File: src/rtl/sevenseg_scan_mux.sv
// Four-digit common-anode scanner with guard-blanked slots and frame-aligned value commits.
// All outputs are registered and lag the scan state by one cycle. There is no backpressure: the scan free-runs.
module sevenseg_scan_mux #(
  parameter int REFRESH_DIV = 100000,
  parameter int GUARD       = 4
) (
  input  logic        clk,
  input  logic        rst_n,
  input  logic [15:0] value_in,
  input  logic        load,
  input  logic        lz_en,
  input  logic [3:0]  digit_en,
  input  logic [3:0]  dp_in,
  output logic [3:0]  hex_out,
  output logic [3:0]  an,
  output logic        dp_n,
  output logic        frame_done
);

  localparam int CW = (REFRESH_DIV > 2) ? $clog2(REFRESH_DIV) : 1;
  localparam logic [CW-1:0] CNT_LAST = CW'(REFRESH_DIV - 1);

  logic [CW-1:0] cnt;
  logic [1:0]    idx;
  logic [15:0]   active;
  logic [15:0]   pending;
  logic          pend_v;

  logic          slot_end;
  logic          boundary;
  logic [3:0]    nib;
  logic [3:0]    supp;
  logic          in_window;
  logic          visible;

  always_comb begin
    slot_end  = (cnt == CNT_LAST);
    boundary  = slot_end && (idx == 2'd3);
    nib       = active[{idx, 2'b00} +: 4];
    // A digit is a leading zero when it and everything above it are zero.
    supp[0]   = 1'b0;
    supp[1]   = lz_en && (active[15:4] == 12'd0);
    supp[2]   = lz_en && (active[15:8] == 8'd0);
    supp[3]   = lz_en && (active[15:12] == 4'd0);
    in_window = int'(cnt) >= GUARD;
    visible   = digit_en[idx] && in_window && !supp[idx];
  end

  always_ff @(posedge clk or negedge rst_n) begin
    if (!rst_n) begin
      cnt <= '0;
      idx <= 2'd0;
    end else if (slot_end) begin
      cnt <= '0;
      idx <= idx + 2'd1;
    end else begin
      cnt <= cnt + CW'(1);
    end
  end

  // A load that lands on the boundary bypasses the buffer so it is shown next frame.
  always_ff @(posedge clk or negedge rst_n) begin
    if (!rst_n) begin
      active  <= 16'd0;
      pending <= 16'd0;
      pend_v  <= 1'b0;
    end else if (boundary) begin
      if (load) begin
        active <= value_in;
        pend_v <= 1'b0;
      end else if (pend_v) begin
        active <= pending;
        pend_v <= 1'b0;
      end
    end else if (load) begin
      pending <= value_in;
      pend_v  <= 1'b1;
    end
  end

  always_ff @(posedge clk or negedge rst_n) begin
    if (!rst_n) begin
      hex_out    <= 4'd0;
      an         <= 4'b1111;
      dp_n       <= 1'b1;
      frame_done <= 1'b0;
    end else begin
      hex_out    <= nib;
      an         <= visible ? ~(4'b0001 << idx) : 4'b1111;
      dp_n       <= ~(dp_in[idx] & visible);
      frame_done <= boundary;
    end
  end

endmodule

File: config.mk
export PLATFORM = sky130hd
export DESIGN_NAME = sevenseg_scan_mux
export DESIGN_NICKNAME = d
export VERILOG_FILES = /design/src/rtl/sevenseg_scan_mux.sv
export SDC_FILE = /design/constraint.sdc
export NUM_CORES = 1
export LEC_CHECK = 0
export BUFFER_PORTS_ARGS = -buffer_cell sky130_fd_sc_hd__clkbuf_2
export CORE_MARGIN = 10
export CORE_UTILIZATION = 45
export DETAILED_ROUTE_END_ITERATION = 12
export MAX_ROUTING_LAYER = met4
export PLACE_DENSITY = 0.67
export RECOVER_POWER = 100
export SYNTH_ARGS = -nofsm -noshare
export SYNTH_HDL_FRONTEND = slang
export SYNTH_SLANG_ARGS = --single-unit
export TNS_END_PERCENT = 50
File: constraint.sdc
create_clock -name clk -period 2.75 [get_ports clk]
set_input_delay 0.4125 -clock clk [delete_from_list [all_inputs] [get_ports clk]]
set_output_delay 0.4125 -clock clk [all_outputs]
set_load 0.01 [all_outputs]
-- Yosys cells after proc, flatten, opt, wreduce, memory -nomap -nowiden
Index checks and enable logic that the tools add are counted.
- register bits after elaboration: 62
- input bits: 28
- output and inout port bits: 10
- logic and storage cells: 47
- add/subtract/negate cells: 2
- $lt $le $gt $ge: 2
- equal/unequal tests: 2
- shifts and indexed selects: 2
- mux-type cells: 12
- bitwise operators: 4
- reductions and logical operators: 14
- operators with widths (operator ; number):
    two-way mux 16 bit ; 2
    adder 17 x 1 -> 17 bit (second input constant) ; 1
    equality test 17 bit (second input constant) ; 1
    >= comparator 17 x 3 -> 1 bit (second input constant) ; 1
    two-way mux 17 bit ; 1
    indexed part select 16 x 5 -> 4 bit ; 1
    logical NOT 12 bit ; 1
    logical NOT 8 bit ; 1
    binary-select mux 1 bit (select 2 bit) ; 3
    logical AND 1 bit ; 6
    two-way mux 1 bit ; 5
    logical NOT 4 bit ; 1
    two-way mux 4 bit ; 1
    inverter 4 bit ; 1
    AND reduction 2 bit ; 2
    nonzero test 2 bit ; 2
    << shifter 1 x 2 -> 4 bit (first input constant) ; 1
    < comparator 2 x 3 -> 1 bit (second input constant) ; 1
    adder 2 x 1 -> 2 bit (second input constant) ; 1
    equality test 2 bit (second input constant) ; 1
    inverter 1 bit ; 2
    bitwise AND 1 bit ; 1
    logical NOT 1 bit ; 1

-- Depth between registers and ports, before layout
- depth after elaboration: 8
- gate-level depth with buffers: 7
- gate-level depth less buffers: 5

-- Worst setup path before layout
OpenSTA, ideal clock, no wires.
- path kind: register to register
- from: register cnt[11]
- to: register pending[10]
- setup time: 125 ps
- data arrival time: 2216 ps
- required time: 2625 ps
- slack: 409 ps
- stages on the path, launching flop included: 7
- path buffers: 2
- period minus slack after synthesis: 2341 ps
- cells stage by stage: dfrtp_1 -> or4_4 -> or4_4 -> buf_6 -> o21ai_4 -> buf_12 -> mux2_4
- longest elaborated chain between the ends: 4
- ends and longest elaborated chain (what ; RTL line ; text):
    start: declaration ; 23 ; logic [CW-1:0] cnt;
    start signal: assignment ; 57 ; cnt <= cnt + CW'(1);
    equality test 17 bit ; 37 ; slot_end = (cnt == CNT_LAST);
    logical AND 1 bit ; 38 ; boundary = slot_end && (idx == 2'd3);
    inverter 1 bit (no line) ; -- ;
    AND reduction 2 bit (no line) ; -- ;
    end signal: assignment ; 76 ; pending <= value_in;
    end: declaration ; 26 ; logic [15:0] pending;
Every way passes these cells.
A chain may end at the register's enable or synchronous reset.

-- Worst setup path in the final report
- from: register cnt[11]
- to: register pending[11]
The elaborated chain is that of the path after synthesis.

==> results.md <==
- Rows: 30
- Synthesis-stage register bit count: 62
- 1st-pass router iterations: 4
- Critical path type: reg -> reg
- GP Congestion: 0.858
- Clock skew: 0.00584 ns
- Worst setup EP type: flip-flop
- Fmax: 417 MHz
- Hold WS: 0.291 ns
- CORE AREA: 0.00672 sq mm
- Crit-path max FO: 16
- Half-perimeter wire length after placement: 4750 um
- Die W: 103 um
- Most frequent cells in the layout: 57 x dfrtp_1, 26 x clkbuf_2, 16 x nand3_1, 16 x clkbuf_1
- Min cycle time layout: 2.40 ns
- PortBufs: 37
- Final worst slack: 0.351 ns
- Relative slew slack: 0.207
- CP peak stage delay: 0.58 ns
- Post-Syn Instances: 257
- Routed Wire Length: 6620 um
- Post-synth top area cell: dfrtp_1
- Worst EP required: 2.97 ns
- Clock Tree Root: clkbuf_8
- Number of antenna violations at the first check in global routing: 0
- Switching share of power: 0.241
- DRT antenna net count: 0
- CP Cell Sequence: or4_1 -> or4_1 -> o21ai_4 -> buf_12 -> mux2_1
- R2r setup slk: 0.35 ns
- Area share of the largest cell type after synthesis: 0.464
- Die area: 0.0105 sq mm
- Initial Utilization: 0.457
- Clock Power Share: 0.388
- Worst-skew pair later-pin latency: 0.34 ns
- Final nets: 331
- Worst Hold Class: in -> async
- Total track usage: 0.140
- Number of top-level pins: 38
- Mapped cell area: 0.00307 sq mm
- Number of synthesized flops with an enable pin: 0
- Synth area leaders: dfrtp_1 46%, mux2_4 4.9%, mux4_2 4.4%, dfstp_2 4.3%, and3b_1 3.4%
- Syn-to-layout area delta: 11.2%
- Largest net degree at the start of global routing: 31
- Critical path data arrival time: 2.61 ns
- H-tree lvl count: 3
- Yosys cell types: 45
- Fin cells: 382
- Max cap viols: 0
- Placement Setup Slack: 0.450 ns
- Ant. Diodes: 0
- Share of cells above drive strength 1: 0.232
- Die height: 103 um
- Post-synth ARST share: 1.00
- Synthesized Nets: 291
- Worst vdd ir: 281 uV
- Logic pwr share: 0.070
- Vias: 2150
- Resized Gates After CTS: 0
- Outcome: completed
- DRT iter0 DRCs: 169
- Gr ovfl total: 0
- Commonest non-fill, non-tap cell in the layout: dfrtp_1
- Setup Buffers After CTS: 0
- Hold_buf cts: 0
- Mean Syn Cell Area: 12.0 sq um
- Int Power: 0.00135 W
- Pwr dens: 522 mW/mm^2
- Setup TNS: 0 ns
- YS warnings: 0
- Slew Limit Fails: 0
- Global-route wire length before repair: 11100 um
- Sequential share of the synthesized area: 0.507
- Sequential power share: 0.542
- Worst-Margin Slew: 1.19 ns
- Leakage Power: 1.52 nW
- Buffer depth of the longest clock path: 2
- # clock sinks: 62
- CTS tree: yes
- Dpl cells: 366
- Cell repeated most along the worst path: or4_1
- # setup viols final: 0
- Final Hold Vio Count: 0
- RSZ-0062 raised after global routing: no
- Crit share post-route: 0.872
- Psw: 0.000430 W
- Max stage delay cell, worst path: or4_1
- Vias in the first global route: 2203
- Crit start category: flip-flop
- Clock transition at path regs: 0.07 ns
- TritonCTS Buffers: 9
- Primary FF master, synth: dfrtp_1
- Post-DR wirelength/cell: 17.3 um
- Vias/cell: 5.63
- DRC viols: 0
-- synthesized netlist by cell type, types with 2 or more instances --
library cell	count
or4_4	2
clkbuf_1	9
mux2_2	6
and3b_1	12
o221a_2	4
xnor2_1	11
mux2_4	10
or4_1	2
nand4_1	3
inv_1	11
ha_1	6
a41oi_1	4
and4_1	2
nand3_1	16
o21ai_0	4
nor3_1	5
xor2_1	2
a21o_1	5
dfrtp_1	57
mux4_2	6
o2bb2ai_1	12
nand2_1	10
a21oi_1	15
nor4_1	4
nor2_1	15
dfstp_2	5
-- worst paths after layout --
kind                              start  depth (start not counted)     endpoint
min in group clk           value_in[14]                          2  pending[14]
hold / removal                    rst_n                          1       idx[0]
setup reg to reg                cnt[11]                          5  pending[11]
setup / recovery                cnt[11]                          5  pending[11]
max in group asynchronous         rst_n                          2    active[8]
hold reg to reg             pending[14]                          1  pending[14]
-- per-stage QoR --
stage	utilization	power [W]	instance area [sq um]
2_1_floorplan	-	0.00106	3070
3_3_place_gp	0.495	0.00112	3320
3_5_place_dp	0.495	0.00113	3320
4_1_cts	0.519	0.00181	3490
5_1_grt	0.509	0.00187	3420
6_report	0.509	0.00179	3420
-- logic make-up (layout without fill, tap and decap cells) --
group	count (synthesis)	count (layout)	synth area share
XOR/XNOR	13	13	0.0371
multiplexers	22	22	0.115
buffers and inverters	26	71	0.0460
adder cells (fa/ha/maj)	6	6	0.0244
flip-flops	62	62	0.507
AO/OA/AOI/OAI	48	48	0.116
AND/OR/NAND/NOR	80	80	0.155
-- cell type report --
cell class / instances / area (sq um)
fillers: 626 / 3300
flip-flops and latches: 62 / 1560
multi-input cells: 169 / 1330
repair buffers: 44 / 221
clock buffers: 11 / 141
well taps: 80 / 100
inverters: 11 / 41.3
clock inverters: 5 / 25.0
-- sequential cells by signal, indices dropped and copies added, names as in the netlist --
register    count
active         16
an              4
cnt            17
dp_n            1
frame_done      1
hex_out         4
idx             2
pend_v          1
pending        16
-- worst max-delay path, delay by kind of cell (launching register included) --
kind / cells / cell delay [ns]
mux: 1 / 0.35
simple gates: 2 / 1.12
compound gates: 1 / 0.21
buf+inv: 1 / 0.18
flops: 1 / 0.42
-- power by group through the flow --
| stage | combinational (W) | sequential, W | clock [W] |
|---|---|---|---|
| after floorplan | 0.0000826 | 0.000978 | 0 |
| after CTS | 0.000142 | 0.000968 | 0.000700 |
| after global routing | 0.000143 | 0.000972 | 0.000753 |
| after global placement | 0.000137 | 0.000983 | 0 |
| after detailed placement | 0.000141 | 0.000984 | 0 |
| final | 0.000125 | 0.000968 | 0.000692 |
-- per-layer routing --
layer / vias to the layer above / global-route usage / part of all wire
li1: 1034 / - / -
met1: 1058 / 0.181 / 0.46
met2: 47 / 0.201 / 0.47
met3: 11 / 0.0469 / 0.055
met4: 0 / 0.0510 / 0.013
met5: - / - / 0
Power figures use the tool's default switching activity.
